`config.mk`:
```
export PLATFORM = sky130hd
export DESIGN_NAME = kyber_mod_reduce_pipe
export DESIGN_NICKNAME = d
export VERILOG_FILES = /design/src/rtl/kyber_pkg.sv /design/src/rtl/cond_sub_q.sv /design/src/rtl/kyber_mod_reduce_pipe.sv
export SDC_FILE = /design/constraint.sdc
export NUM_CORES = 1
export LEC_CHECK = 0
export CELL_PAD_IN_SITES_DETAIL_PLACEMENT = 0
export CELL_PAD_IN_SITES_GLOBAL_PLACEMENT = 2
export CORE_UTILIZATION = 25
export CTS_CLUSTER_DIAMETER = 200
export DETAILED_ROUTE_END_ITERATION = 10
export GPL_ROUTABILITY_DRIVEN = 1
export PLACE_DENSITY_LB_ADDON = 0.1
export SLEW_MARGIN = 5
export SYNTH_ARGS = -nofsm -noshare
export SYNTH_HDL_FRONTEND = slang
export SYNTH_SLANG_ARGS = --single-unit
```
`constraint.sdc`:
```
create_clock -name clk -period 1.66 [get_ports clk]
set_input_delay 0.332 -clock clk [delete_from_list [all_inputs] [get_ports clk]]
set_output_delay 0.332 -clock clk [all_outputs]
set_load 0.02 [all_outputs]
```
`src/rtl/kyber_pkg.sv`:
```
// Shared Kyber arithmetic constants and coefficient types used by the
// coefficient datapath blocks.
package kyber_pkg;

  localparam int KYBER_Q = 3329;
  localparam int COEF_W  = 12;

  typedef logic [COEF_W-1:0] coef_t;
  typedef logic [COEF_W:0]   sum_t;

endpackage

```
`src/rtl/cond_sub_q.sv`:
```
// Combinational trial subtraction of Q from a raw sum; the borrow tells the
// caller whether the sum was already below Q.
module cond_sub_q
  import kyber_pkg::*;
#(
  parameter int Q = KYBER_Q
) (
  input  sum_t              sum,
  output logic [COEF_W+1:0] diff,
  output logic              borrow
);

  localparam logic [COEF_W+1:0] Q_EXT = Q[COEF_W+1:0];

  // One extra bit of headroom so the MSB of the difference is a clean borrow.
  assign diff   = {1'b0, sum} - Q_EXT;
  assign borrow = diff[COEF_W+1];

endmodule

```
`src/rtl/kyber_mod_reduce_pipe.sv`:
```
// Two-stage valid/ready reducer mapping raw adder sums (0..2Q-1) to
// coefficients mod Q, with a sticky range error and output counter.
module kyber_mod_reduce_pipe
  import kyber_pkg::*;
#(
  parameter int DATA_WID = COEF_W,
  parameter int Q        = KYBER_Q,
  parameter int CNT_WID  = 16
) (
  input  logic                clk,
  input  logic                rst_n,
  input  logic                clear,
  input  logic [DATA_WID:0]   in_sum,
  input  logic                in_valid,
  output logic                in_ready,
  output logic [DATA_WID-1:0] out_coef,
  output logic                out_valid,
  input  logic                out_ready,
  output logic                range_err,
  output logic [CNT_WID-1:0]  out_count
);

  localparam logic [DATA_WID:0]  Q_LOW = Q[DATA_WID:0];
  localparam logic [CNT_WID-1:0] CNT_ONE = {{(CNT_WID-1){1'b0}}, 1'b1};

  logic [DATA_WID+1:0] diff;
  logic                borrow;
  logic                range_hit;

  logic                s1_valid;
  logic [DATA_WID-1:0] s1_sum;
  logic [DATA_WID-1:0] s1_diff;
  logic                s1_borrow;
  logic                s1_range;

  logic s2_free;
  logic s1_free;
  logic s1_adv;
  logic in_xfer;
  logic out_xfer;

  cond_sub_q #(
    .Q(Q)
  ) u_cond_sub_q (
    .sum   (in_sum),
    .diff  (diff),
    .borrow(borrow)
  );

  // sum >= 2Q is the same as (sum - Q) being non-negative and still >= Q.
  assign range_hit = !diff[DATA_WID+1] && (diff[DATA_WID:0] >= Q_LOW);

  assign s2_free  = !out_valid || out_ready;
  assign s1_adv   = s1_valid && s2_free;
  assign s1_free  = !s1_valid || s2_free;
  assign in_ready = s1_free && !clear && rst_n;
  assign in_xfer  = in_valid && in_ready;
  assign out_xfer = out_valid && out_ready;

  always_ff @(posedge clk or negedge rst_n) begin
    if (!rst_n) begin
      s1_valid  <= 1'b0;
      s1_sum    <= '0;
      s1_diff   <= '0;
      s1_borrow <= 1'b0;
      s1_range  <= 1'b0;
      out_valid <= 1'b0;
      out_coef  <= '0;
      range_err <= 1'b0;
      out_count <= '0;
    end else if (clear) begin
      s1_valid  <= 1'b0;
      out_valid <= 1'b0;
      range_err <= 1'b0;
      out_count <= '0;
    end else begin
      if (s1_free) begin
        s1_valid <= in_xfer;
      end
      if (in_xfer) begin
        s1_sum    <= in_sum[DATA_WID-1:0];
        s1_diff   <= diff[DATA_WID-1:0];
        s1_borrow <= borrow;
        s1_range  <= range_hit;
      end
      if (s2_free) begin
        out_valid <= s1_valid;
      end
      // Out-of-range sums keep the single subtraction, truncated.
      if (s1_adv) begin
        out_coef <= s1_borrow ? s1_sum : s1_diff;
        if (s1_range) begin
          range_err <= 1'b1;
        end
      end
      if (out_xfer) begin
        out_count <= out_count + CNT_ONE;
      end
    end
  end

endmodule
```
==> metrics.txt, run 1 <==
outcome finished with violations; failing checks negative setup slack; clock power share 36.4%; Final ANT Viol Nets 0; cell total after placement 520; Max Cap Viol 0; Clock Skews 8.581 ps; dpl hpwl 5.166 mm; final hold violations 0; die height 107.7 um; DP Area 3751 um2; Post-synth EDFFs 0; # rows 38; critical path endpoint category flip-flop; Post-Route WL 7.061 mm; routed vias 2375; synthesized instance count 300; pin slew with the least headroom to its limit 455.9 ps; Max Freq 598.0 MHz; total net switching power 1.109 mW; Pins Over Slew Limit 0; critical path fanouts, max 3; Netlist Area Pre-Place 2791 um2; share of cells above drive strength 1 21.50%; slowest stage cell, crit path or4_4; DR iter-0 viols 57; fin crit period 1672 ps; Leak 1.895 nW; syn nets 321; Pre-antenna DRT Iters 4; CP startpoint kind input port; Total Die Area 11590 um2; Synth top cells by count 57 x dfrtp_1, 54 x nand2_1, 35 x nor2_1; H-tree depth 3; # IOs 49; final instance area 4014 um2; Internal 2.800 mW; critical path cell sequence buf_6, buf_6, or4_4, o31ai_4, xnor2_1, nand2_1, o311a_1; vias per cell 4.398; clock sinks 57; vias in the first global route 2401; Layout area overhead 43.79%; FFs w/ async S/R, synth 100.0%; Non-Filler Instances 540; M3 GR Usage 3.148%; CTS Buf Count 9; FILL cells 1143; grt ovf 0; Chip Width 107.7 um; Final Setup Violations 1; Residual DRC 0; Yosys top cell by area dfrtp_1; sequential share of power 43.1%; met2 Use GR 20.47%; mean area per synthesized cell 9.305 um2; core area 10840 um2; Worst Hold Class in -> async; Comb pwr share 20.5%; unrepaired setup endpoints after global routing true; Reg clk slew, reported paths 70 ps; Port Buffers 48; Worst EP required 1880 ps; Synth area leaders dfrtp_1 51%, nand2_1 7.3%, xnor2_1 5.0%; count of unique library cells instantiated by Yosys 40; #FFs+latches synth 57; met1 Use GR 18.61%; delay-heaviest family, CP simple AND/OR/NAND/NOR gates; first-pass GRT wire length 11.97 mm; busiest grt layer met2; # nets final 416; total track usage 13.55%; CTS tree yes; crit path DAT 1890 ps; pwr/cell area 973.9 nW/um2; Slew headroom 69.61%; Yosys warning count 0; Initial Utilization 25.75%; post-synth top area share 51.10%; Max clock buf depth 2; Root Buffer clkbuf_8; post-synthesis sequential area ratio 51.10%; largest net degree at the start of global routing 34; period utilization 100.7%; Peak VDD IR 305.3 uV; setup ws final -12.17 ps; switch share 28.37%; antenna violations before repair 0; critical path class in -> reg; Primary FF master, synth dfrtp_1; slowest stage delay, CP 540 ps; drt wl/cell 13.08 um; most frequent cell after synthesis dfrtp_1; Final Util 37.03%; ANT cells 0; Worst Path Buf+Inv 2; CP most frequent cell buf_6; GPL Wtd Cong 0.6944; clk_lat worst skew 330 ps
-- kinds of logic (layout without fill, tap and decap cells) --
| family | count (synthesis) | count (layout) | synth area share, % |
|---|---|---|---|
| fa+ha+maj | 3 | 3 | 1.345 |
| mux | 13 | 13 | 4.661 |
| buf+inv | 24 | 124 | 3.944 |
| flops | 57 | 57 | 51.10 |
| xor+xnor | 21 | 21 | 6.589 |
| simple gates | 133 | 133 | 22.32 |
| compound gates | 49 | 49 | 10.04 |
-- per-layer routing --
metal	share of wire (%)	vias to the layer above	wire (um)
li1	-	1203	-
met1	51	1122	3574
met2	45	45	3155
met3	3.6	5	252
met4	1.1	0	78
met5	0	-	0
-- worst paths after layout --
kind	slack, ps	cells past startpoint	start	to
setup reg to reg	90	5	out_valid	out_count[7]
hold reg to reg	470	2	s1_sum[4]	s1_sum[4]
max in group asynchronous	1220	2	rst_n	out_valid
min in group clk	250	2	in_sum[0]	s1_diff[0]
setup / recovery	-10	7	in_sum[1]	s1_range
hold / removal	50	2	rst_n	s1_diff[6]
-- registers in the layout (all words and copies together), names as in the netlist --
register and count:
s1_borrow 1, s1_diff 12, out_count 16, s1_range 1, out_valid 1, out_coef 12, s1_sum 12, range_err 1
s1_valid 1
-- layout make-up --
class / instances / area [um2] / share of cell area, %
Timing Repair Buffer: 99 / 850.8 / 21.20
Inverter: 9 / 33.78 / 0.8416
Multi-Input combinational cell: 219 / 1316 / 32.79
Clock buffer: 10 / 127.6 / 3.180
Sequential cell: 57 / 1428 / 35.57
Tap cell: 140 / 175.2 / 4.364
Clock inverter: 6 / 82.58 / 2.057
-- placed cells by master (no fill, tap or decap), types with 4 or more instances in the layout --
| cell | instances |
|---|---|
| dfrtp_1 | 56 |
| nand2_1 | 54 |
| buf_4 | 47 |
| nor2_1 | 34 |
| dlygate4sd2_1 | 26 |
| a21oi_1 | 21 |
| o21ai_0 | 20 |
| xnor2_1 | 16 |
| mux2i_1 | 13 |
| clkdlybuf4s50_1 | 11 |
| inv_1 | 9 |
| clkbuf_8 | 9 |
| nand3_1 | 8 |
| dlymetal6s2s_1 | 6 |
| xor2_1 | 5 |
| or3_1 | 4 |
| buf_2 | 4 |
| buf_6 | 4 |
-- power groups by stage --
stage / Sequential (mW) / Combinational (mW) / Clock (mW)
after floorplan: 1.80 / 0.320 / 0
after global placement: 1.71 / 0.829 / 0
after detailed placement: 1.72 / 0.831 / 0
after CTS: 1.69 / 0.819 / 1.48
after global routing: 1.71 / 0.898 / 1.55
final: 1.68 / 0.802 / 1.42
-- what timing repair did --
action | in CTS | in global routing
pin swaps | 10 | 1
endpoints found under the setup margin | 32 | 10
resized for setup | 50 | 10
buffers inserted | 4 | 0
gates cloned | 0 | 0
hold buffers | 0 | 0
-- stage by stage --
stage	hold WS (ps)	power [mW]	setup TNS, ps	setup WS (ps)
after floorplan	36.41	2.116	-204.2	-156.4
after global placement	418.7	2.544	-13710	-758.7
after detailed placement	420.5	2.550	-13390	-797.5
after CTS	44.80	3.992	-65.24	-65.24
after global routing	73.88	4.160	-80.33	-73.39
final	51.45	3.909	-12.17	-12.17
Note: power is estimated with default switching activity, not from simulation.
==> run 2: changes to the inputs <==
--- a/config.mk
+++ b/config.mk
@@ -12,6 +12,7 @@
 export DETAILED_ROUTE_END_ITERATION = 10
 export GPL_ROUTABILITY_DRIVEN = 1
 export PLACE_DENSITY_LB_ADDON = 0.1
+export SKIP_CTS_REPAIR_TIMING = 1
 export SLEW_MARGIN = 5
 export SYNTH_ARGS = -nofsm -noshare
 export SYNTH_HDL_FRONTEND = slang
==> metrics.txt, run 2 (synthesis gave the netlist of run 1 again) <==
CP most frequent cell buf_6; antenna violations before repair 0 (unchanged); unrepaired setup endpoints after global routing true; setup TNS -133.0 ps (-120.8 ps); Chip Width 107.7 um (unchanged); clock sinks 57 (unchanged); most frequent cells in the layout 56 x dfrtp_1, 54 x nand2_1, 47 x buf_4; routed vias 2342 (-1.4%); vias in the first global route 2388 (-0.54%); final hold violations 0 (unchanged); CP Depth 7 (unchanged); Port Buffers 48 (unchanged); Worst EP required 1880 ps (about the same); drt wl/cell 13.20 um (+0.95%); most common cell after layout, fill and taps aside dfrtp_1; Pins Over Slew Limit 0 (unchanged); Worst Setup Slack post-DPL -797.5 ps (unchanged); CTS Buf Count 9 (unchanged); setup ws final -114.6 ps (-102.4 ps); Max Freq 563.5 MHz (-5.8%); Largest register FFs 16 (unchanged); Worst Setup SP in_sum[1]; Max Cap Viol 0 (unchanged); Internal 2.816 mW (+0.57%); critical path endpoint category flip-flop; Post-Route WL 7.102 mm (+0.58%); first-pass GRT wire length 11.83 mm (-1.2%); slowest stage delay, CP 520 ps (-20 ps); Comb pwr share 20.9% (+0.4 points); crit path DAT 1990 ps (+100 ps); slowest stage cell, crit path or4_4; Residual DRC 0 (unchanged); Initial Utilization 25.75% (unchanged); fin crit period 1775 ps (+102.4 ps); core area 10840 um2 (unchanged); outcome finished with violations; Total Die Area 11590 um2 (unchanged); vias per cell 4.353 (-1.0%); total net switching power 1.108 mW (about the same); critical path fanouts, max 3 (unchanged); clk_lat worst skew 330 ps (about the same); reg2reg start out_valid; Worst Hold Class in -> async; period utilization 106.9% (+6.2 points); Clock Skews 8.704 ps (+0.1229 ps); Pre-antenna DRT Iters 4 (unchanged); Final ANT Viol Nets 0 (unchanged); share of cells above drive strength 1 21.61% (+0.11 points); Top reg by flops out_count; delay-heaviest family, CP simple AND/OR/NAND/NOR gates; Max clock buf depth 2 (unchanged); clock power share 36.2% (-0.2 points); pin slew with the least headroom to its limit 455.9 ps (+0.008941 ps); switch share 28.23% (-0.13 points); GPL Wtd Cong 0.6944 (unchanged); grt ovf 0 (unchanged); Worst Path Buf+Inv 2 (unchanged); dpl hpwl 5.166 mm (unchanged); H-tree depth 3 (unchanged); Peak VDD IR 305.2 uV (about the same); pwr/cell area 952.5 nW/um2 (-2.2%); largest net degree at the start of global routing 34 (unchanged); Layout area overhead 47.60%; # IOs 49 (unchanged); worst r2r path cells 5 (unchanged); R2R Path End out_count[7]; R2R Setup Slk 90 ps (about the same); ANT cells 0 (unchanged); DR iter-0 viols 68 (+19%); # nets final 414 (-0.48%); total track usage 13.39% (-0.16 points); CP startpoint kind input port; Leak 2.200 nW (+16%); failing checks negative setup slack; Root Buffer clkbuf_8; critical path cell sequence buf_6, buf_6, or4_4, o31ai_4, a21oi_1, or3_1, o311a_1; die height 107.7 um (unchanged); Final Setup Violations 2 (+1); critical path class in -> reg; # rows 38 (unchanged); Slew headroom 69.61% (about the same); sequential share of power 42.9% (-0.2 points); worst setup path endpoint s1_range; Reg clk slew, reported paths 70 ps (about the same); CTS tree yes
==> run 2: cell types whose count changed in the layout (fill, tap and decap cells not counted), moves of 2 or more <==
cell	change
dlymetal6s2s_1	+27
dlygate4sd2_1	-26
buf_2	-3
buf_6	-2
clkbuf_2	+2
nor4_1	-2
nor4_2	+2
==> run 2: power by group through the flow <==
stage | logic [mW] | registers (mW) | clock network (mW)
after CTS | 0.833 | 1.69 | 1.48
after floorplan | 0.320 | 1.80 | 0
final | 0.820 | 1.68 | 1.42
after detailed placement | 0.831 | 1.72 | 0
after global routing | 0.916 | 1.71 | 1.55
after global placement | 0.829 | 1.71 | 0
==> run 2: area by class of cell <==
type	count	area, um2
Fill cell	1149	6720
Sequential cell	57	1428
Multi-Input combinational cell	219	1340
Timing Repair Buffer	97	933.4
Tap cell	140	175.2
Clock buffer	10	127.6
Clock inverter	6	82.58
Inverter	9	33.78
==> run 2: how the worst min path moves through the flow <==
stage	from	to	slack (ps)	cells after the start
detailed placement	rst_n	s1_diff[5]	420	2
global route	rst_n	s1_diff[6]	70	2
global placement	rst_n	out_coef[5]	420	2
floorplan	rst_n	out_coef[0]	40	0
CTS	rst_n	s1_diff[6]	40	2
finish	rst_n	s1_diff[6]	50	2
==> run 2: per-stage QoR <==
stage               hold slack [ps]  total power [mW]  std cells  cell area (um2)  util [%]
detailed placement            420.5             2.550        520             3751     34.60
global placement              418.7             2.544        520             3751     34.60
CTS                           44.80             4.007        536             3961     36.54
finish                        51.52             3.924        538             4120     38.01
global route                  67.76             4.179        538             4120     38.01
floorplan                     36.41             2.116        300             2818         -
==> run 2: routing by layer <==
layer | wire length [um] | GRT usage (%)
met3 | 286 | 3.087
met2 | 3171 | 20.51
met1 | 3580 | 18.15
met4 | 63 | 5.284
met5 | 0 | 0
==> run 3: changes to the inputs <==
==> constraint.sdc (replaced) <==
create_clock -name clk -period 2.2 [get_ports clk]
set_input_delay 0.44 -clock clk [delete_from_list [all_inputs] [get_ports clk]]
set_output_delay 0.44 -clock clk [all_outputs]
set_load 0.02 [all_outputs]
==> metrics.txt, run 3 (synthesis gave the netlist of run 1 again) <==
outcome completed; grt ovf 0 (unchanged); vias per cell 4.365 (+0.27%); crit path DAT 2350 ps (+360 ps); drt wl/cell 12.97 um (-1.8%); CP startpoint kind input port; pin slew with the least headroom to its limit 746.3 ps (+290.5 ps); clock sinks 57 (unchanged); share of cells above drive strength 1 15.54% (-6.1 points); area of the multi-input gates 1272 um2 (-5.0%); critical path fanouts, max 3 (unchanged); Chip Width 107.7 um (unchanged); DR iter-0 viols 98 (+44%); Leak 1.668 nW (-24%); vias in the first global route 2333 (-2.3%); final instance area 3862 um2 (-6.3%); Max Freq 482.1 MHz; total track usage 13.25% (-0.14 points); DP Area 3643 um2 (-2.9%); critical path class in -> reg; CTS tree yes; routed vias 2296 (-2.0%); CTS Buf Count 9 (unchanged); Reg clk slew, reported paths 70 ps (about the same); worst r2r path cells 5 (unchanged); GPL Wtd Cong 0.7508 (+8.1%); H-tree depth 3 (unchanged); Pre-antenna DRT Iters 4 (unchanged); register area 1426 um2 (about the same); unrepaired setup endpoints after global routing false; Port Buffers 48 (unchanged); Largest register FFs 16 (unchanged); reg2reg start out_valid; Peak VDD IR 221.2 uV (-28%); period utilization 94.29%; Root Buffer clkbuf_8; Worst Hold Class in -> async; # IOs 49 (unchanged); Post-Route WL 6.821 mm (-4.0%); antenna violations before repair 0 (unchanged); dpl hpwl 5.080 mm (-1.7%); final hold violations 0 (unchanged); die height 107.7 um (unchanged); # nets final 402 (-2.9%); pwr/cell area 738.4 nW/um2 (-22%); Total Die Area 11590 um2 (unchanged); largest net degree at the start of global routing 38 (+12%); most frequent cells in the layout 57 x dfrtp_1, 54 x nand2_1, 45 x clkdlybuf4s50_1; Max Cap Viol 0 (unchanged); critical path endpoint category flip-flop; Slew headroom 50.24% (-19 points); Clock Skews 11.02 ps (+2.320 ps); # rows 38 (unchanged); FILL cells 1159 (+0.87%); Pins Over Slew Limit 0 (unchanged); fin crit period 2074 ps; first-pass GRT wire length 11.67 mm (-1.4%); Final Setup Violations 0 (-2); Max clock buf depth 2 (unchanged); Worst EP required 2470 ps (+590 ps); clk_lat worst skew 340 ps (about the same); setup TNS 0 ps (+133.0 ps); Top reg by flops out_count; R2R Setup Slk 530 ps (+440 ps); ANT cells 0 (unchanged); Final ANT Viol Nets 0 (unchanged); Initial Utilization 25.75% (unchanged); Residual DRC 0 (unchanged); R2R Path End out_count[11]; Final Util 35.63% (-2.4 points); core area 10840 um2 (unchanged); Layout area overhead 38.37%; most common cell after layout, fill and taps aside dfrtp_1
run 3: cell type report:
class,count,area share [%]
clock inverters,5,1.425
flip-flops and latches,57,36.93
inverters,9,0.8746
well taps,140,4.535
clock buffers,11,3.661
multi-input cells,219,32.94
repair buffers,85,19.63
run 3: worst max-delay path: stages:
cell and delay (ps):
clkdlybuf4s50_1 470, inv_1 60, ha_1 200, nor4b_2 160
buf_4 140, a21oi_2 160, buf_4 140, nor3b_1 40
o41ai_1 320, o311a_1 210
run 3: where the power goes:
| part | switching (mW) | internal, mW | leakage [nW] |
|---|---|---|---|
| Clock | 0.434 | 0.550 | 0.0953 |
| Combinational | 0.292 | 0.290 | 0.850 |
| Sequential | 0.0952 | 1.19 | 0.723 |
| Total | 0.821 | 2.03 | 1.67 |
run 3: worst max path at each step:
stage / start / end / slack [ps] / cells past startpoint
2_1_floorplan: in_sum[0] / s1_range / 180 / 7
3_5_place_dp: in_sum[0] / s1_range / -370 / 8
3_3_place_gp: in_sum[0] / s1_range / -330 / 6
6_report: in_sum[1] / s1_range / 130 / 10
4_1_cts: out_ready / in_ready / -140 / 4
5_1_grt: in_sum[1] / s1_range / 30 / 10
run 3: stage by stage:
| stage | instances | power (mW) | hold WS, ps | worst slack [ps] |
|---|---|---|---|---|
| 2_1_floorplan | 300 | 1.594 | 144.4 | 176.9 |
| 3_3_place_gp | 510 | 1.898 | 458.1 | -326.7 |
| 3_5_place_dp | 510 | 1.901 | 464.4 | -368.2 |
| 4_1_cts | 526 | 2.908 | 137.1 | -141.7 |
| 5_1_grt | 526 | 3.040 | 147.9 | 27.72 |
| 6_report | 526 | 2.852 | 141.9 | 125.6 |
run 3: per-layer routing:
| metal | global-route usage (%) | wire length, um | vias up |
|---|---|---|---|
| li1 | - | - | 1178 |
| met1 | 18.56 | 3496 | 1060 |
| met2 | 19.37 | 2943 | 49 |
| met3 | 2.421 | 260 | 9 |
| met4 | 6.751 | 121 | 0 |
| met5 | 0 | 0 | - |
